`src/rtl/uart_pkg.sv`:
```
// rtl/uart_pkg.sv - shared UART types and default frame constants
package uart_pkg;

  typedef enum logic [1:0] {
    IDLE  = 2'd0,
    START = 2'd1,
    DATA  = 2'd2,
    STOP  = 2'd3
  } rx_state_e;

  localparam int UartDataWidth      = 8;
  localparam int UartOverSampleRate = 16;

endpackage

```
`src/rtl/sync_2ff.sv`:
```
// rtl/sync_2ff.sv - generic two-flop synchroniser with selectable reset value
module sync_2ff #(
  parameter logic ResetVal = 1'b0
) (
  input  logic clk_i,
  input  logic rstn_i,
  input  logic d_i,
  output logic q_o
);

  logic [1:0] ff_q;
  logic [1:0] ff_d;

  always_comb begin
    ff_d = {ff_q[0], d_i};
  end

  always_ff @(posedge clk_i) begin
    if (!rstn_i) begin
      ff_q <= {2{ResetVal}};
    end else begin
      ff_q <= ff_d;
    end
  end

  assign q_o = ff_q[1];

endmodule

```
`src/rtl/uart_rx_fsm.sv`:
```
// rtl/uart_rx_fsm.sv - oversampling UART receiver with mid-bit sampling and framing check
module uart_rx_fsm
  import uart_pkg::*;
#(
  parameter int DataWidth      = UartDataWidth,
  parameter int OverSampleRate = UartOverSampleRate
) (
  input  logic                 clk_i,
  input  logic                 rst_i,
  input  logic                 tick_i,
  input  logic                 rx_i,
  output logic [DataWidth-1:0] data_o,
  output logic                 rx_dv_o,
  output logic                 frame_err_o,
  output logic                 busy_o
);

  localparam int TickW = $clog2(OverSampleRate);
  localparam int BitW  = $clog2(DataWidth + 1);
  localparam logic [TickW-1:0] TickMid  = TickW'(OverSampleRate / 2 - 1);
  localparam logic [TickW-1:0] TickLast = TickW'(OverSampleRate - 1);
  localparam logic [BitW-1:0]  BitLast  = BitW'(DataWidth - 1);

  rx_state_e            state_q, state_d;
  logic [TickW-1:0]     tick_cnt_q, tick_cnt_d, tick_nxt;
  logic [BitW-1:0]      bit_cnt_q, bit_cnt_d;
  logic [DataWidth-1:0] shift_q, shift_d;
  logic [DataWidth-1:0] data_q, data_d;
  logic                 rx_dv_q, rx_dv_d;
  logic                 frame_err_q, frame_err_d;
  logic                 rx_prev_q, rx_prev_d;
  logic [1:0]           settle_q, settle_d;
  logic                 line_ok_q, line_ok_d;
  logic                 rx_sync;
  logic                 fall_edge;
  logic                 stop_tick;

  sync_2ff #(.ResetVal(1'b1)) u_sync (
    .clk_i  (clk_i),
    .rstn_i (rst_i),
    .d_i    (rx_i),
    .q_o    (rx_sync)
  );

  // The synchroniser comes out of reset reading 1 regardless of the line; only a
  // genuinely observed high (after it has flushed) may arm start detection.
  assign fall_edge = line_ok_q & rx_prev_q & ~rx_sync;
  assign tick_nxt  = (tick_cnt_q == TickLast) ? '0 : tick_cnt_q + TickW'(1);
  assign stop_tick = (state_q == STOP) && tick_i && (tick_cnt_q == TickLast);

  always_ff @(posedge clk_i) begin
    if (!rst_i) begin
      state_q     <= IDLE;
      tick_cnt_q  <= '0;
      bit_cnt_q   <= '0;
      shift_q     <= '0;
      data_q      <= '0;
      rx_dv_q     <= 1'b0;
      frame_err_q <= 1'b0;
      rx_prev_q   <= 1'b1;
      settle_q    <= '0;
      line_ok_q   <= 1'b0;
    end else begin
      state_q     <= state_d;
      tick_cnt_q  <= tick_cnt_d;
      bit_cnt_q   <= bit_cnt_d;
      shift_q     <= shift_d;
      data_q      <= data_d;
      rx_dv_q     <= rx_dv_d;
      frame_err_q <= frame_err_d;
      rx_prev_q   <= rx_prev_d;
      settle_q    <= settle_d;
      line_ok_q   <= line_ok_d;
    end
  end

  always_comb begin
    state_d    = state_q;
    tick_cnt_d = tick_cnt_q;
    bit_cnt_d  = bit_cnt_q;
    shift_d    = shift_q;
    rx_prev_d  = rx_sync;
    settle_d   = {settle_q[0], 1'b1};
    line_ok_d  = line_ok_q | (settle_q[1] & rx_sync);
    case (state_q)
      IDLE: begin
        if (fall_edge) begin
          tick_cnt_d = '0;
          state_d    = START;
        end
      end
      START: begin
        if (tick_i) begin
          if (tick_cnt_q == TickMid) begin
            if (!rx_sync) begin
              tick_cnt_d = '0;
              bit_cnt_d  = '0;
              state_d    = DATA;
            end else begin
              state_d = IDLE;
            end
          end else begin
            tick_cnt_d = tick_nxt;
          end
        end
      end
      DATA: begin
        if (tick_i) begin
          tick_cnt_d = tick_nxt;
          if (tick_cnt_q == TickLast) begin
            shift_d   = {rx_sync, shift_q[DataWidth-1:1]};
            bit_cnt_d = bit_cnt_q + BitW'(1);
            if (bit_cnt_q == BitLast) begin
              state_d = STOP;
            end
          end
        end
      end
      STOP: begin
        if (tick_i) begin
          tick_cnt_d = tick_nxt;
          if (tick_cnt_q == TickLast) begin
            state_d = IDLE;
          end
        end
      end
      default: state_d = IDLE;
    endcase
  end

  always_comb begin
    data_d      = data_q;
    rx_dv_d     = 1'b0;
    frame_err_d = 1'b0;
    if (stop_tick) begin
      if (rx_sync) begin
        data_d  = shift_q;
        rx_dv_d = 1'b1;
      end else begin
        frame_err_d = 1'b1;
      end
    end
  end

  assign data_o      = data_q;
  assign rx_dv_o     = rx_dv_q;
  assign frame_err_o = frame_err_q;
  assign busy_o      = (state_q != IDLE);

endmodule
```
`config.mk`:
```
export PLATFORM = sky130hd
export DESIGN_NAME = uart_rx_fsm
export DESIGN_NICKNAME = d
export VERILOG_FILES = /design/src/rtl/uart_pkg.sv /design/src/rtl/sync_2ff.sv /design/src/rtl/uart_rx_fsm.sv
export SDC_FILE = /design/constraint.sdc
export NUM_CORES = 1
export LEC_CHECK = 0
export BUFFER_PORTS_ARGS = -buffer_cell sky130_fd_sc_hd__clkbuf_2
export CORE_AREA = 2 2 60 62
export DETAILED_ROUTE_END_ITERATION = 8
export DIE_AREA = 0 0 62 64
export REMOVE_ABC_BUFFERS = 1
export SLEW_MARGIN = 5
export SYNTH_ARGS = -nofsm -noshare
export SYNTH_HDL_FRONTEND = slang
export SYNTH_SLANG_ARGS = --single-unit
```
`constraint.sdc`:
```
create_clock -name clk_i -period 3.52 [get_ports clk_i]
set_input_delay 0.528 -clock clk_i [delete_from_list [all_inputs] [get_ports clk_i]]
set_output_delay 0.528 -clock clk_i [all_outputs]
set_load 0.02 [all_outputs]
```
## Word level (Yosys, flattened, before mapping)

Cells that the tools add are included.
W data, S select, Z words.

- Multiplexer cells: 25
- Reduce and logical (&&, ||, !) cells: 12
- Equal/unequal tests: 17
- Bitwise gates (word level): 5
- Add/sub/neg operators: 2

Operators by type and width:

| cell | count |
|---|---|
| $mux W4 | 10 |
| $mux W2 | 9 |
| $ne A2 B2 Y1 const B | 8 |
| $pmux W4 S3 | 1 |
| $add A4 B1 Y4 const B | 2 |
| $eq A4 B3 Y1 const B | 2 |
| $pmux W2 S4 | 1 |
| $pmux W4 S2 | 1 |
| $reduce_and A8 Y1 | 1 |
| $reduce_and A6 Y1 | 1 |
| $eq A2 B2 Y1 const B | 2 |
| $eq A4 B4 Y1 const B | 1 |
| $ne A2 B1 Y1 const B | 2 |
| $reduce_and A2 Y1 | 2 |
| $reduce_and A4 Y1 | 1 |
| $reduce_bool A2 Y1 | 2 |
| $and A1 B1 Y1 | 3 |
| $mux W1 | 3 |
| $ne A3 B3 Y1 const B | 1 |
| $reduce_and A3 Y1 | 1 |
| $eq A2 B1 Y1 const B | 1 |
| $logic_and A1 B1 Y1 | 2 |
| $logic_not A2 Y1 | 1 |
| $reduce_or A2 Y1 | 1 |
| other kinds (2) | 2 |

- Word-level logic and storage cells: 73
- Input bits: 4
- Flip-flop bits (word level): 34

## Longest topological paths before layout

Gate-level depths: netlist (run 1).

- Word-level depth: 5
- Mapped depth: 6

## Cells and area by module

Synthesis (run 1) repeated with hierarchy kept, for this count alone.

- Cells, all modules: 148
- Area, all modules: 1,428.9 µm²

By module, submodules not included:

| module | area an instance (µm²) | cells each | times used | sequential area each (µm²) |
|---|---|---|---|---|
| uart_rx_fsm | 1,376.3 | 144 | 1 | 640.6 |
| sync_2ff | 52.6 | 4 | 1 | 40.0 |

## Worst setup path before layout (run 1)

No wires, ideal clock.

- Path type: flip-flop to flip-flop
- Start point: register tick_cnt_q[0]
- End point: register bit_cnt_q[3]
- Library setup time: 0.075 ns
- Slack: 1.736 ns
- Cell stages (with the launch flop): 6
- Data arrival time: 1.709 ns
- Buffers on the path: 0
- Clock period less this slack: 1.784 ns
- Cells stage by stage: dfxtp_1 -> ha_1 -> nand2_1 -> o311a_1 -> or4b_1 -> o22ai_1

- Cells in the longest elaborated chain, start to end: 3
- Elaborated cells on any way between the ends: 5

Ends and longest elaborated chain:

| what | RTL line | RTL |
|---|---|---|
| start, declared | uart_rx_fsm.sv:25 | `logic [TickW-1:0] tick_cnt_q, tick_cnt_d, tick_nxt;` |
| start signal, assigned | uart_rx_fsm.sv:65 | `tick_cnt_q <= tick_cnt_d;` |
| $eq A4 B4 Y1 / $eq A4 B3 Y1 (equally long branches) | uart_rx_fsm.sv:110, uart_rx_fsm.sv:94 |  |
| $ne A2 B2 Y1 (no source line) | -- |  |
| $reduce_and A6 Y1 (no source line) (*) | -- |  |
| end signal, assigned | uart_rx_fsm.sv:66 | `bit_cnt_q <= bit_cnt_d;` |
| end, declared | uart_rx_fsm.sv:26 | `logic [BitW-1:0] bit_cnt_q, bit_cnt_d;` |

Every way passes the cells marked *; elsewhere a longest branch is shown, timed or not.
A chain may end at the register's enable or synchronous reset.

## Worst setup path in the final report (run 1)

- Start point: register tick_cnt_q[0]
- End point: register bit_cnt_q[0]

The elaborated chain is that of the path after synthesis.

==> impl_metrics.ini, run 1 <==
[status]
status = finished clean

[clock_tree]
tritoncts = done
clk_latency_ps = 340
htree_levels = 2
cts_buffer_depth = 2
post_cts_resize_count = 0
cts_buffers = 5
clkTransAtPathRegs_ps = 100
cts_hold_buf = 0
postCtsSetupRepairBufs = 0
cts_sinks = 34
cts_root_buf = clkbuf_4

[sta]
slew_headroom_pct = 59.88
clock-skew-final_ps = 11.11
rsz0062_at_grt = no
period_share_pct = 57.74
period_needed_ps = 2033
fin_setup_tns_ps = 0
max_clock_freq_mhz = 492.0
setup_ws_ps = 1487
finalMaxSlewViolations = 0
tightest_slew_ps = 600.1
finalSetupViolCount = 0
hold_viol = 0

[cells_and_area]
layout_commonest_cell = dfxtp_1
fill_cells = 315
fin_nets = 173
drive_above_1_share_pct = 14.29
final_util_pct = 47.70
syn_to_final_growth_pct = 10.50
final_area_um2 = 1567
layout_common_cells = dfxtp_1, nand2_1, mux2i_1
diodes = 0
multiInputGateArea_um2 = 679.4
regArea_um2 = 680.7

[worst_setup_path]
slowest_stage = or2_1
critPathLaunchType = register
critPathMaxStageDelay_ps = 450
critPathKind = register to register
worstPathRequired_ps = 3780
worstSetupEndpointType = register
critPathMaxFanout = 10
worstPathArrival_ps = 2290
crit_chain = ha_1 -> nand2_1 -> o311a_1 -> or2_1 -> o22ai_1

[die]
fp.dieW_um = 62
start_util_pct = 43.16
die_h_um = 64
pin_count = 15
die-area_um2 = 3968
placementRows = 21
core_um2 = 3284

[routing]
avgViaCountPerCell = 5.210
avgRoutedWirePerCell_um = 12.27
drc = 0
drt_first_pass_iters = 4
drtIter0Drc = 88
drt-total-wl_um = 2625
ant_nets = 0
vias = 1115

[grt]
antenna_found_initial = 0
grt_max_degree = 27
grt_pass1_vias = 995
overflow = 0
grt_usage_pct = 15.40
grt_pass1_wl_um = 4491

[power_and_ir_drop]
p_per_area_nw_per_um2 = 409.3
p_comb_share_pct = 3.6
power_frac_seq_pct = 61.2
power_w = 0.0006412
p_int_w = 0.0004924
clockPowerShare_pct = 35.2
p_switching_w = 0.0001488
swShare_pct = 23.20
power_leakage_nw = 0.7078
peakVddDrop_mv = 0.2218

[synthesis]
yosysSeqAreaShare_pct = 48.01
synthFlopType = dfxtp_1
syn_area_um2 = 1418
netlist_instances = 156
async_flop_share_pct = 0
yosys_warnings = 0
synth.distinct_cells = 35
synth.avg_cell_area_um2 = 9.087
synth_edf_count = 0
ys_ff_latch = 34

[placement]
dpl_cell_area_um2 = 1503
gp_congestion = 0.7788
dp_hpwl_um = 1764
port_buffers = 14
pre_cts_ws_ps = 1517

[hold_path]
hold_class = input port to register

[flow_run]
maxCapViolCount = 0
## synth_stat cells (2+ instances only)
cell type	count	area share (%)
nand3_1	4	1.4
dfxtp_1	34	48
a21oi_1	8	2.8
o31a_1	2	1.2
nor2_1	15	4.0
inv_1	4	1.1
nor3_1	2	0.71
or2_1	3	1.3
o21a_1	2	1.1
o22ai_1	3	1.3
o21ai_0	3	1.1
buf_2	4	1.4
and2_1	2	0.88
mux2i_1	17	12
o311a_1	2	1.4
nand2b_1	4	1.8
ha_1	2	1.8
clkbuf_1	6	1.6
nand2_1	23	6.1
## power by group through the flow
| stage | registers [W] | logic [W] | clock network (W) |
|---|---|---|---|
| after CTS | 0.000392 | 0.0000233 | 0.000236 |
| after floorplan | 0.000400 | 0.0000134 | 0 |
| after global routing | 0.000393 | 0.0000259 | 0.000255 |
| after detailed placement | 0.000401 | 0.0000230 | 0 |
| after global placement | 0.000401 | 0.0000226 | 0 |
| final | 0.000392 | 0.0000232 | 0.000226 |
## state kept, by name (all words and copies together) (netlist names), 2 cells and up, named ones only
signal / flops
data_o: 8
settle_q: 2
shift_q: 8
tick_cnt_q: 4
bit_cnt_q: 4
u_sync.ff_q: 2
## layer usage
| metal | global-route usage, % | wire length, µm | up-vias |
|---|---|---|---|
| li1 | - | - | 563 |
| met1 | 20.71 | 1303 | 531 |
| met2 | 22.01 | 1183 | 15 |
| met3 | 4.858 | 88 | 6 |
| met4 | 7.181 | 49 | 0 |
| met5 | 0 | 0 | - |
## area by class of cell
cell class / count / share of cell area [%]
Clock buffer: 6 / 3.275
Clock inverter: 2 / 0.7987
Inverter: 4 / 0.9585
Multi-Input combinational cell: 108 / 43.37
Sequential cell: 34 / 43.45
Tap cell: 46 / 3.674
Timing Repair Buffer: 14 / 4.473
## worst paths after layout
path             startpoint        endpoint  slack [ps]  cells past startpoint
min reg2reg  u_sync.ff_q[0]  u_sync.ff_q[1]         420                      1
min                    rx_i  u_sync.ff_q[0]         370                      2
max           tick_cnt_q[0]    bit_cnt_q[0]        1490                      5
max reg2reg   tick_cnt_q[0]    bit_cnt_q[0]        1490                      5
## stage by stage
step                      std cells  hold slack (ps)
after floorplan                 146            386.3
after global placement          206            391.7
after detailed placement        206            398.8
after CTS                       214            353.1
after global routing            214            368.1
final                           214            373.9
## logic make-up (layout without fill, tap and decap cells)
kind of cell | Yosys count | in the layout | share of synthesized area [%]
fa+ha+maj | 2 | 2 | 1.765
compound gates | 26 | 26 | 12.27
flops | 34 | 34 | 48.01
simple gates | 61 | 61 | 20.65
buf+inv | 14 | 26 | 4.060
xor+xnor | 2 | 2 | 1.236
mux | 17 | 17 | 12.00
## critical path, delay by kind of cell (launching register included)
kind | cells | cell delay, ps
DFF | 1 | 410
and+or+nand+nor | 2 | 590
AOI/OAI and AO/OA | 2 | 670
adders and majority gates | 1 | 280
Power figures use the tool's default switching activity.
==> run 2: changes to the inputs <==
- ABC_AREA: not set -> 1
- CORE_AREA: 2 2 60 62 -> 2 2 61 63
- DIE_AREA: 0 0 62 64 -> 0 0 63 65
- clock period: 3.52 -> 1.9 ns (I/O delays scaled with it)
==> impl_metrics.ini, run 2 <==
[worst_setup_path]
critPathLaunchType = register
r2r_cells = 6
worstPathArrival_ps = 1870
reg2reg_to = data_o[4]
worstSetupEndpointType = register
worstPathRequired_ps = 2150
critPathMaxFanout = 9
rrSetupSlack_ps = 280
r2r-start = tick_cnt_q[0]
critPathKind = register to register

[cells_and_area]
diodes = 0
final_area_um2 = 1685
layout_commonest_cell = nor2_1
syn_to_final_growth_pct = 11.78
fin_nets = 220
drive_above_1_share_pct = 22.33
fill_cells = 361
regArea_um2 = 680.7
multiInputGateArea_um2 = 730.7
layout_common_cells = nor2_1, nand2_1, dfxtp_1

[power_and_ir_drop]
peakVddDrop_mv = 0.4243
power_leakage_nw = 0.7429
p_per_area_nw_per_um2 = 929.8
power_w = 0.001567

[clock_tree]
cts_hold_buf = 0
tritoncts = done
cts_buffers = 5
post_cts_resize_count = 0
clk_latency_ps = 340
cts_buffer_depth = 2
cts_sinks = 34
clkTransAtPathRegs_ps = 100
htree_levels = 2
cts_root_buf = clkbuf_4
postCtsSetupRepairBufs = 0

[routing]
ant_nets = 0
drc = 0
drtIter0Drc = 34
drt-total-wl_um = 2799
avgViaCountPerCell = 4.768
drt_first_pass_iters = 4
vias = 1254
avgRoutedWirePerCell_um = 10.64

[hold_path]
hold_class = input port to register
holdPathEnd = u_sync.ff_q[0]
min_from = rx_i
hold_depth = 2

[placement]
pre_cts_ws_ps = 288.2
dp_hpwl_um = 2079
dpl_cell_area_um2 = 1625
port_buffers = 14
gp_congestion = 0.8198

[synthesis]
yosysSeqAreaShare_pct = 45.15
synth.avg_cell_area_um2 = 7.732
synth-adder-area-share_pct = 1.660
yosys-top-cells-count = nor2_1, nand2_1, dfxtp_1
async_flop_share_pct = 0
netlist_instances = 195
synth_top_area_cell = dfxtp_1
synth_top_cell_area_share_pct = 45.15
synth_compound_area_share_pct = 8.797
synthFlopType = dfxtp_1
synth.distinct_cells = 28
synthSimpleGateAreaFrac_pct = 36.85
ys_ff_latch = 34
synth_edf_count = 0
synth_area_leaders = dfxtp_1, nor2_1, nand2_1
synth_xor_area_share_pct = 1.162
yosys_warnings = 0
synthMuxAreaShare_pct = 0
syn_area_um2 = 1508
synth_top_family_by_area = simple AND/OR/NAND/NOR gates
yosysMostFrequentCell = nor2_1

[grt]
grt_max_degree = 16
overflow = 0
antenna_found_initial = 0
grt_usage_pct = 15.51
grt_pass1_wl_um = 4857
grt_pass1_vias = 1126

[sta]
setup_ws_ps = 277.7
hold_slack_ps = 133.5
period_needed_ps = 1622
finalSetupViolCount = 0
clock-skew-final_ps = 13.25
max_clock_freq_mhz = 616.4
finalMaxSlewViolations = 0
slew_headroom_pct = 73.59
tightest_slew_ps = 394.9
hold_viol = 0
fin_setup_tns_ps = 0
rsz0062_at_grt = no
period_share_pct = 85.39

[die]
pin_count = 15
die_h_um = 65
fp.dieW_um = 63
start_util_pct = 43.13
die-area_um2 = 4095
placementRows = 22
core_um2 = 3496

[flow_run]
maxCapViolCount = 0

[status]
status = finished clean
[run 2: cell types whose count changed after synthesis, moves of 3 or more]
cell      previous run  this run
nand2_2              0         4
buf_2                4         1
o21ai_0              3        17
or2_1                3         0
mux2i_1             17         0
inv_1                4        15
nor2_1              15        45
nand2_1             23        37
nor2_4               0         3
nor2_2               0         3
inv_2                0         3
nand2b_1             4         0
o22ai_1              3         0
clkbuf_1             6         1
[run 2: worst max path at each step]
stage	to	startpoint	slack, ps
floorplan	bit_cnt_q[1]	tick_cnt_q[0]	550
global placement	data_o[7]	tick_cnt_q[0]	340
detailed placement	data_o[7]	tick_cnt_q[0]	290
CTS	data_o[5]	tick_cnt_q[0]	270
global route	data_o[1]	tick_cnt_q[1]	100
finish	data_o[4]	tick_cnt_q[0]	280
[run 2: worst max-delay path, cell delays in order, from the launching register on]
cell and delay (ps):
dfxtp_1 370, ha_1 280, nand3_4 130, nor3_4 390, inv_2 160, nor2_1 140
nor2_1 60
[run 2: kinds of logic (layout without fill, tap and decap cells)]
group	Yosys count	in the layout
AND/OR/NAND/NOR	110	110
flip-flops	34	34
AO/OA/AOI/OAI	25	25
buffers and inverters	22	42
adder cells (fa/ha/maj)	2	2
XOR/XNOR	2	2
[run 2: per-layer routing]
metal	vias to the layer above	global-route usage, %	routed length, µm
met4	0	7.500	53
met3	5	5.729	126
li1	650	-	-
met1	571	17.98	1306
met2	28	25.27	1313
met5	-	0	0
[run 2: cell type report]
cell class                      count  area share [%]
Clock buffer                        7           3.267
Multi-Input combinational cell    139           43.36
Inverter                           19           4.529
Sequential cell                    34           40.39
Tap cell                           48           3.563
Timing Repair Buffer               15           4.603
Clock inverter                      1          0.2970
[run 2: power breakdown]
part / internal (W) / switching [W] / leakage (nW) / total (W)
clock: 0.000179 / 0.000243 / 0.0353 / 0.000422
combinational: 0.000113 / 0.000243 / 0.432 / 0.000356
sequential: 0.000751 / 0.0000377 / 0.276 / 0.000789
total: 0.00104 / 0.000524 / 0.743 / 0.00157
[run 2: metrics by stage]
step / std cells / utilization (%)
2_1_floorplan: 192 / -
3_3_place_gp: 255 / 46.49
3_5_place_dp: 255 / 46.49
4_1_cts: 263 / 48.21
5_1_grt: 263 / 48.21
6_report: 263 / 48.21
==> run 3: changes to the inputs <==
- BUFFER_PORTS_ARGS: -buffer_cell sky130_fd_sc_hd__clkbuf_2 -> -buffer_cell sky130_fd_sc_hd__buf_2
==> impl_metrics.ini, run 3 (synthesized netlist as in run 2, its figures left out) <==
[grt]
antenna_found_initial = 0
grt_usage_pct = 15.36
gr-usage-met1_pct = 15.82
grt_max_degree = 16
overflow = 0
met2_usage_pct = 27.39
grt_pass1_wl_um = 4795
grt.met3_usage_pct = 5.556
grt_pass1_vias = 1158
top_usage_layer = met2

[power_and_ir_drop]
power_leakage_nw = 0.7525
power_w = 0.001547
p_per_area_nw_per_um2 = 917.8
peakVddDrop_mv = 0.5039

[placement]
gp_congestion = 0.8215
placed_cells = 255
dp_hpwl_um = 2069
port_buffers = 14
dpl_cell_area_um2 = 1625
pre_cts_ws_ps = 287.7

[die]
start_util_pct = 43.13
fp.dieW_um = 63
placementRows = 22
die-area_um2 = 4095
core_um2 = 3496
pin_count = 15
die_h_um = 65

[clock_tree]
clkTransAtPathRegs_ps = 100
htree_levels = 2
cts_root_buf = clkbuf_4
tritoncts = done
cts_sinks = 34
cts_hold_buf = 0
clk_latency_ps = 320
postCtsSetupRepairBufs = 0
cts_buffers = 5
cts_buffer_depth = 2
post_cts_resize_count = 0

[routing]
drt_first_pass_iters = 4
avgRoutedWirePerCell_um = 10.49
drt-total-wl_um = 2760
vias = 1228
avgViaCountPerCell = 4.669
drtIter0Drc = 35
drc = 0
ant_nets = 0

[worst_setup_path]
r2r_cells = 6
rrSetupSlack_ps = 280
critical-path-top-delay-family = simple AND/OR/NAND/NOR gates
critPathMaxStageDelay_ps = 390
crit_chain = ha_1 -> nand3_4 -> nor3_4 -> inv_2 -> nor2_1 -> nor2_1
critPathKind = register to register
reg2reg_to = data_o[5]
slowest_stage = nor3_4
critPathLaunchType = register
crit_buf_inv = 1
r2r-start = tick_cnt_q[1]
worstPathArrival_ps = 1840
critPathMaxFanout = 9
crit_path_frequent_cell = nor2_1
worstPathRequired_ps = 2130
worstSetupEndpointType = register

[hold_path]
min_from = rx_i
hold_class = input port to register
holdPathEnd = u_sync.ff_q[0]
hold_depth = 2

[cells_and_area]
final_area_um2 = 1685
fin_nets = 220
drive_above_1_share_pct = 22.33
final_cells = 263
diodes = 0
syn_to_final_growth_pct = 11.78
layout_commonest_cell = nor2_1
layout_common_cells = nor2_1, nand2_1, dfxtp_1

[flow_run]
maxCapViolCount = 0

[sta]
period_needed_ps = 1615
hold_viol = 0
max_clock_freq_mhz = 619.1
tightest_slew_ps = 392.3
clock-skew-final_ps = 6.351
period_share_pct = 85.01
setup_ws_ps = 284.9
rsz0062_at_grt = no
finalMaxSlewViolations = 0
fin_setup_tns_ps = 0
slew_headroom_pct = 73.76
finalSetupViolCount = 0

[status]
status = finished clean
==> run 3: routing by layer <==
layer | up-vias | part of all wire, %
li1 | 647 | -
met1 | 569 | 48
met2 | 10 | 48
met3 | 2 | 2.9
met4 | 0 | 1.1
met5 | - | 0
==> run 3: how the worst max path moves through the flow <==
| stage | start | endpoint | slack (ps) | depth (start not counted) |
|---|---|---|---|---|
| 2_1_floorplan | tick_cnt_q[0] | bit_cnt_q[1] | 550 | 7 |
| 3_3_place_gp | tick_cnt_q[0] | data_o[7] | 340 | 6 |
| 3_5_place_dp | tick_cnt_q[0] | data_o[5] | 290 | 6 |
| 4_1_cts | tick_cnt_q[1] | data_o[5] | 270 | 6 |
| 5_1_grt | tick_cnt_q[1] | data_o[1] | 110 | 6 |
| 6_report | tick_cnt_q[1] | data_o[5] | 280 | 6 |
==> run 3: final cells by class <==
type	instances	area, µm²
fill	352	1810
multi-input combinational	139	730.7
timing repair buffer	15	77.57
tap	48	60.06
clock buffer	7	55.05
sequential	34	680.7
inverter	19	76.32
clock inverter	1	5.005
==> run 3: stage by stage <==
stage	util (%)	hold slack, ps
2_1_floorplan	-	312.7
3_3_place_gp	46.49	394.4
3_5_place_dp	46.49	398.9
4_1_cts	48.21	129.0
5_1_grt	48.21	129.9
6_report	48.21	146.3
==> run 3: where the power goes <==
group | switching, W | internal [W]
Combinational | 0.000242 | 0.000114
Sequential | 0.0000375 | 0.000751
Clock | 0.000223 | 0.000179
